**src/rtl/mux_param_sync.sv**
```systemverilog


module mux_param_sync #(
  parameter int unsigned DWIDTH = 8,
  parameter int unsigned NUM_IN = 4,
  parameter int unsigned SEL_W  = $clog2(NUM_IN)
) (
  input  logic                     clk,
  input  logic                     rst_n,
  input  logic [NUM_IN*DWIDTH-1:0] datain,
  input  logic [SEL_W-1:0]         select,
  input  logic                     in_valid,
  output logic [DWIDTH-1:0]        sltd_o,
`ifdef MUX_PARAM_SEL_CHECK_EN
  output logic                     sel_err,
`endif
  output logic                     out_valid
);

  logic [DWIDTH-1:0] lane_d;
  logic [DWIDTH-1:0] sltd_q;
  logic              valid_q;
`ifdef MUX_PARAM_SEL_CHECK_EN
  logic              hit_d;
  logic              err_q;
`endif

  // Decode by comparison per lane so an out-of-range select matches nothing and yields zero.
  always_comb begin
    lane_d = '0;
`ifdef MUX_PARAM_SEL_CHECK_EN
    hit_d  = 1'b0;
`endif
    for (int unsigned k = 0; k < NUM_IN; k++) begin
      if (select == SEL_W'(k)) begin
        lane_d = datain[k*DWIDTH +: DWIDTH];
`ifdef MUX_PARAM_SEL_CHECK_EN
        hit_d  = 1'b1;
`endif
      end
    end
  end

  always_ff @(posedge clk or negedge rst_n) begin
    if (!rst_n) begin
      sltd_q  <= '0;
      valid_q <= 1'b0;
`ifdef MUX_PARAM_SEL_CHECK_EN
      err_q   <= 1'b0;
`endif
    end else begin
      valid_q <= in_valid;
      if (in_valid) begin
        sltd_q <= lane_d;
      end
`ifdef MUX_PARAM_SEL_CHECK_EN
      err_q   <= in_valid & ~hit_d;
`endif
    end
  end

  assign sltd_o    = sltd_q;
  assign out_valid = valid_q;
`ifdef MUX_PARAM_SEL_CHECK_EN
  assign sel_err   = err_q;
`endif

endmodule

```
**config.mk**
```make
export PLATFORM = sky130hd
export DESIGN_NAME = mux_param_sync
export DESIGN_NICKNAME = d
export VERILOG_FILES = /design/src/rtl/mux_param_sync.sv
export SDC_FILE = /design/constraint.sdc
export NUM_CORES = 1
export LEC_CHECK = 0
export CAP_MARGIN = 5
export CORE_AREA = 8 8 50 52
export DETAILED_ROUTE_END_ITERATION = 16
export DIE_AREA = 0 0 58 60
export GPL_TIMING_DRIVEN = 0
export PLACE_DENSITY_LB_ADDON = 0.2
export SYNTH_ARGS = -nofsm -noshare
export SYNTH_HDL_FRONTEND = slang
export SYNTH_SLANG_ARGS = --single-unit
```
**constraint.sdc**
```tcl
create_clock -name clk -period 2 [get_ports clk]
set_clock_uncertainty 0.15 [all_clocks]
set_input_delay 0.4 -clock clk [delete_from_list [all_inputs] [get_ports clk]]
set_output_delay 0.4 -clock clk [all_outputs]
set_load 0.02 [all_outputs]
```
==> results of run 1 <==
-- state kept, by name (all words and copies together) (netlist names) --
| signal | flops |
|---|---|
| sltd_o | 8 |
| out_valid | 1 |
-- layer usage --
layer	vias up	track usage, %	share of wire [%]
met5	-	0	0
met4	0	5.24	1.1
met3	2	4.52	9.3
met2	26	17.7	49
met1	247	10.8	41
li1	272	-	-
-- layout by cell type (no fill, tap or decap) --
| cell type | n |
|---|---|
| clkbuf_4 | 3 |
| nand2_1 | 1 |
| dfrtp_1 | 9 |
| clkdlybuf4s50_1 | 44 |
| clkbuf_1 | 1 |
| buf_6 | 1 |
| o221ai_1 | 8 |
| buf_1 | 1 |
| buf_12 | 1 |
| mux2i_1 | 16 |
| nand2b_1 | 9 |
-- stage by stage --
step | worst slack, ns | utilization [%] | instance area [µm²]
3_3_place_gp | 0.0316 | 56.3 | 1010
4_1_cts | 0.213 | 57.7 | 1040
3_5_place_dp | 0.0605 | 56.3 | 1010
6_report | 0.231 | 57.7 | 1040
2_1_floorplan | 0.771 | - | 551
5_1_grt | 0.166 | 57.7 | 1040
-- power groups by stage --
stage / Clock (mW) / Sequential, mW / Combinational, mW
after floorplan: 0 / 0.244 / 0.0579
after global placement: 0 / 0.217 / 0.213
after detailed placement: 0 / 0.218 / 0.214
after CTS: 0.146 / 0.214 / 0.215
after global routing: 0.159 / 0.217 / 0.225
final: 0.138 / 0.214 / 0.211
-- cell type report --
class                           instances  area [µm²]  area share (%)
Buffer                                  3        35.0            3.37
Clock buffer                            4        26.3            2.53
Multi-Input combinational cell         34         290            27.9
Sequential cell                         9         225            21.7
Tap cell                               18        22.5            2.17
Timing Repair Buffer                   44         440            42.4
-- cell families after synthesis --
| family | count (synthesis) | synth area share [%] |
|---|---|---|
| buf+inv | 3 | 6.36 |
| flops | 9 | 40.9 |
| mux | 16 | 29.1 |
| simple gates | 10 | 10.9 |
| compound gates | 8 | 12.7 |
-- final timing paths --
| check | startpoint | end | slack, ns | depth (start not counted) |
|---|---|---|---|---|
| setup reg to reg | sltd_o[0] | sltd_o[0] | 1.15 | 2 |
| setup / recovery | sltd_o[4] | sltd_o[4] | 0.23 | 1 |
| max in group asynchronous | rst_n | sltd_o[3] | 1.13 | 1 |
| hold reg to reg | sltd_o[1] | sltd_o[1] | 0.34 | 2 |
| min in group clk | sltd_o[1] | sltd_o[1] | 0.34 | 2 |
| hold / removal | rst_n | sltd_o[2] | 0.29 | 1 |
==> run_results.csv, run 1 <==
group,metric,value,unit
logic_synthesis,ys_seq_elements,9,
timing,min_period_over_period,88.5,%
floorplan,die_h,60,µm
setup_path,cp_startpoint_kind,"flip-flop",
timing,max-slew-margin-rel,72.8,%
logic_synthesis,post_synth_edffs,0,
logic_synthesis,post_synth.cell_area_avg,12.0,µm²
logic_synthesis,synth_flop_cell,"dfrtp_1",
finish,layout.nets,132,
clock_tree,postCtsSetupRepairBufs,0,
clock_tree,holdBufCountCts,0,
floorplan,die_width,58,µm
global_routing,first_global_vias,618,
finish,synthToLayoutAreaGrowth,88.9,%
setup_path,slowest_delay,0.61,ns
floorplan,io-pin-count,46,
drt,detail-route-antenna-nets,0,
run,maxCapViolations,0,
setup_path,path_max_fanout,2,
timing,finalCriticalPeriod,1.77,ns
logic_synthesis,syn_inst,46,
logic_synthesis,synthTopCellsByCount,"mux2i_1 (16), dfrtp_1 (9), nand2b_1 (9)",
outcome,outcome,"complete, no violations",
finish,ant_diodes,0,
floorplan,floorplan.die_area,3480,µm²
floorplan,fp.coreArea,1800,µm²
logic_synthesis,netlist-cell-type-count,8,
clock_tree,post_cts.resized_instances,0,
drt,route.vias.total,547,
setup_path,slowest_stage,"clkdlybuf4s50_1",
floorplan,start_util,30.6,%
logic_synthesis,synthesis.area,551,µm²
logic_synthesis,post-synth-top-area-fraction,40.9,%
clock_tree,max-clock-path-buffers,2,
drt,drcViolationCount,0,
power,design_power_total,0.563,mW
hold_path,min_path_type,"in -> async",
global_routing,largest_net_degree_at_the_start_of_global_routing,12,
place,place.gp.congestion,0.637,
power,share_of_total_power_in_the_clock_network,24.6,%
timing,rsz0062_at_grt,"no",
global_routing,antenna_violations_before_repair,0,
power,vdd_ir_drop_max,0.000289,V
logic_synthesis,yosysMostFrequentCell,"mux2i_1",
timing,fin_worst_hold_slack,0.286,ns
power,power_switching,0.152,mW
global_routing,gr-usage-all-layers,10.4,%
power,sequential_group_share_of_total_power,38.0,%
logic_synthesis,yosysWarnings,0,
logic_synthesis,netlist_top_cells_area,"dfrtp_1 (41%), mux2i_1 (29%), o221ai_1 (13%), nand2b_1 (10%), buf_12 (3.6%)",
setup_path,worst-endpoint-required,1.45,ns
logic_synthesis,ys_async_sr_fraction,100,%
drt,detail_route.iter0.violations,3,
logic_synthesis,synth_top_area_cell,"dfrtp_1",
clock_tree,cts-htree-levels,1,
timing,max_slew.worst_pin.slew,0.407,ns
finish,share_of_layout_cells_above_drive_strength_1,5.32,%
power,p_sw_share,27.0,%
timing,final_report_setup_violation_count,0,
setup_path,critPathBufInv,1,
setup_path,worst_path_dominant_cell_family,"buffers and inverters",
power,internal_cell_power,0.411,mW
setup_path,worst_setup_path_end_kind,"output pin",
floorplan,row_count,16,
drt,finalWirelength,1.75,mm
clock_tree,clock-root-buffer,"clkbuf_4",
timing,setup_tns,0,ns
setup_path,crit_arrival,1.22,ns
timing,final-max-slew-violation-count,0,
power,p_per_area,542,nW/µm²
place,dp_hpwl,1.41,mm
power,leakage,0.443,nW
drt,route.detailed.vias_per_inst,4.88,
finish,nFillCells,174,
setup_path,worst_setup_path_category,"reg -> out",
finish,fin_cells,112,
place,placed_cells,108,
clock_tree,tritoncts,"yes",
logic_synthesis,ys_seq_area_share,40.9,%
global_routing,grt_pass1_wl,2.73,mm
timing,hold_viol_final,0,
global_routing,gr-total-overflow,0,
drt,first_pass_iters,2,
timing,maxClockFrequency,565,MHz
clock_tree,clock_buffers_created_by_tritoncts,3,
clock_tree,cts_num_sinks,9,
logic_synthesis,mappedNetlistNets,83,
clock_tree,worst_path_clk_slew,0.06,ns
setup_path,cp_cell_sequence,"clkdlybuf4s50_1",
place,portBuffers,44,
power,power.combinational.fraction,37.4,%
drt,detail_route.wl_per_cell,15.6,µm
clock_tree,later_pin_clock_latency_in_the_skew_report,0.25,ns
No activity file was read; power rests on OpenSTA's default activity.
==> run 2: changes to the inputs <==
- CAP_MARGIN: 5 -> 25
- HOLD_SLACK_MARGIN: not set -> 0.08
==> results of run 2 <==
Same layout as run 1: the final DEF is identical, and so are final timing and power.
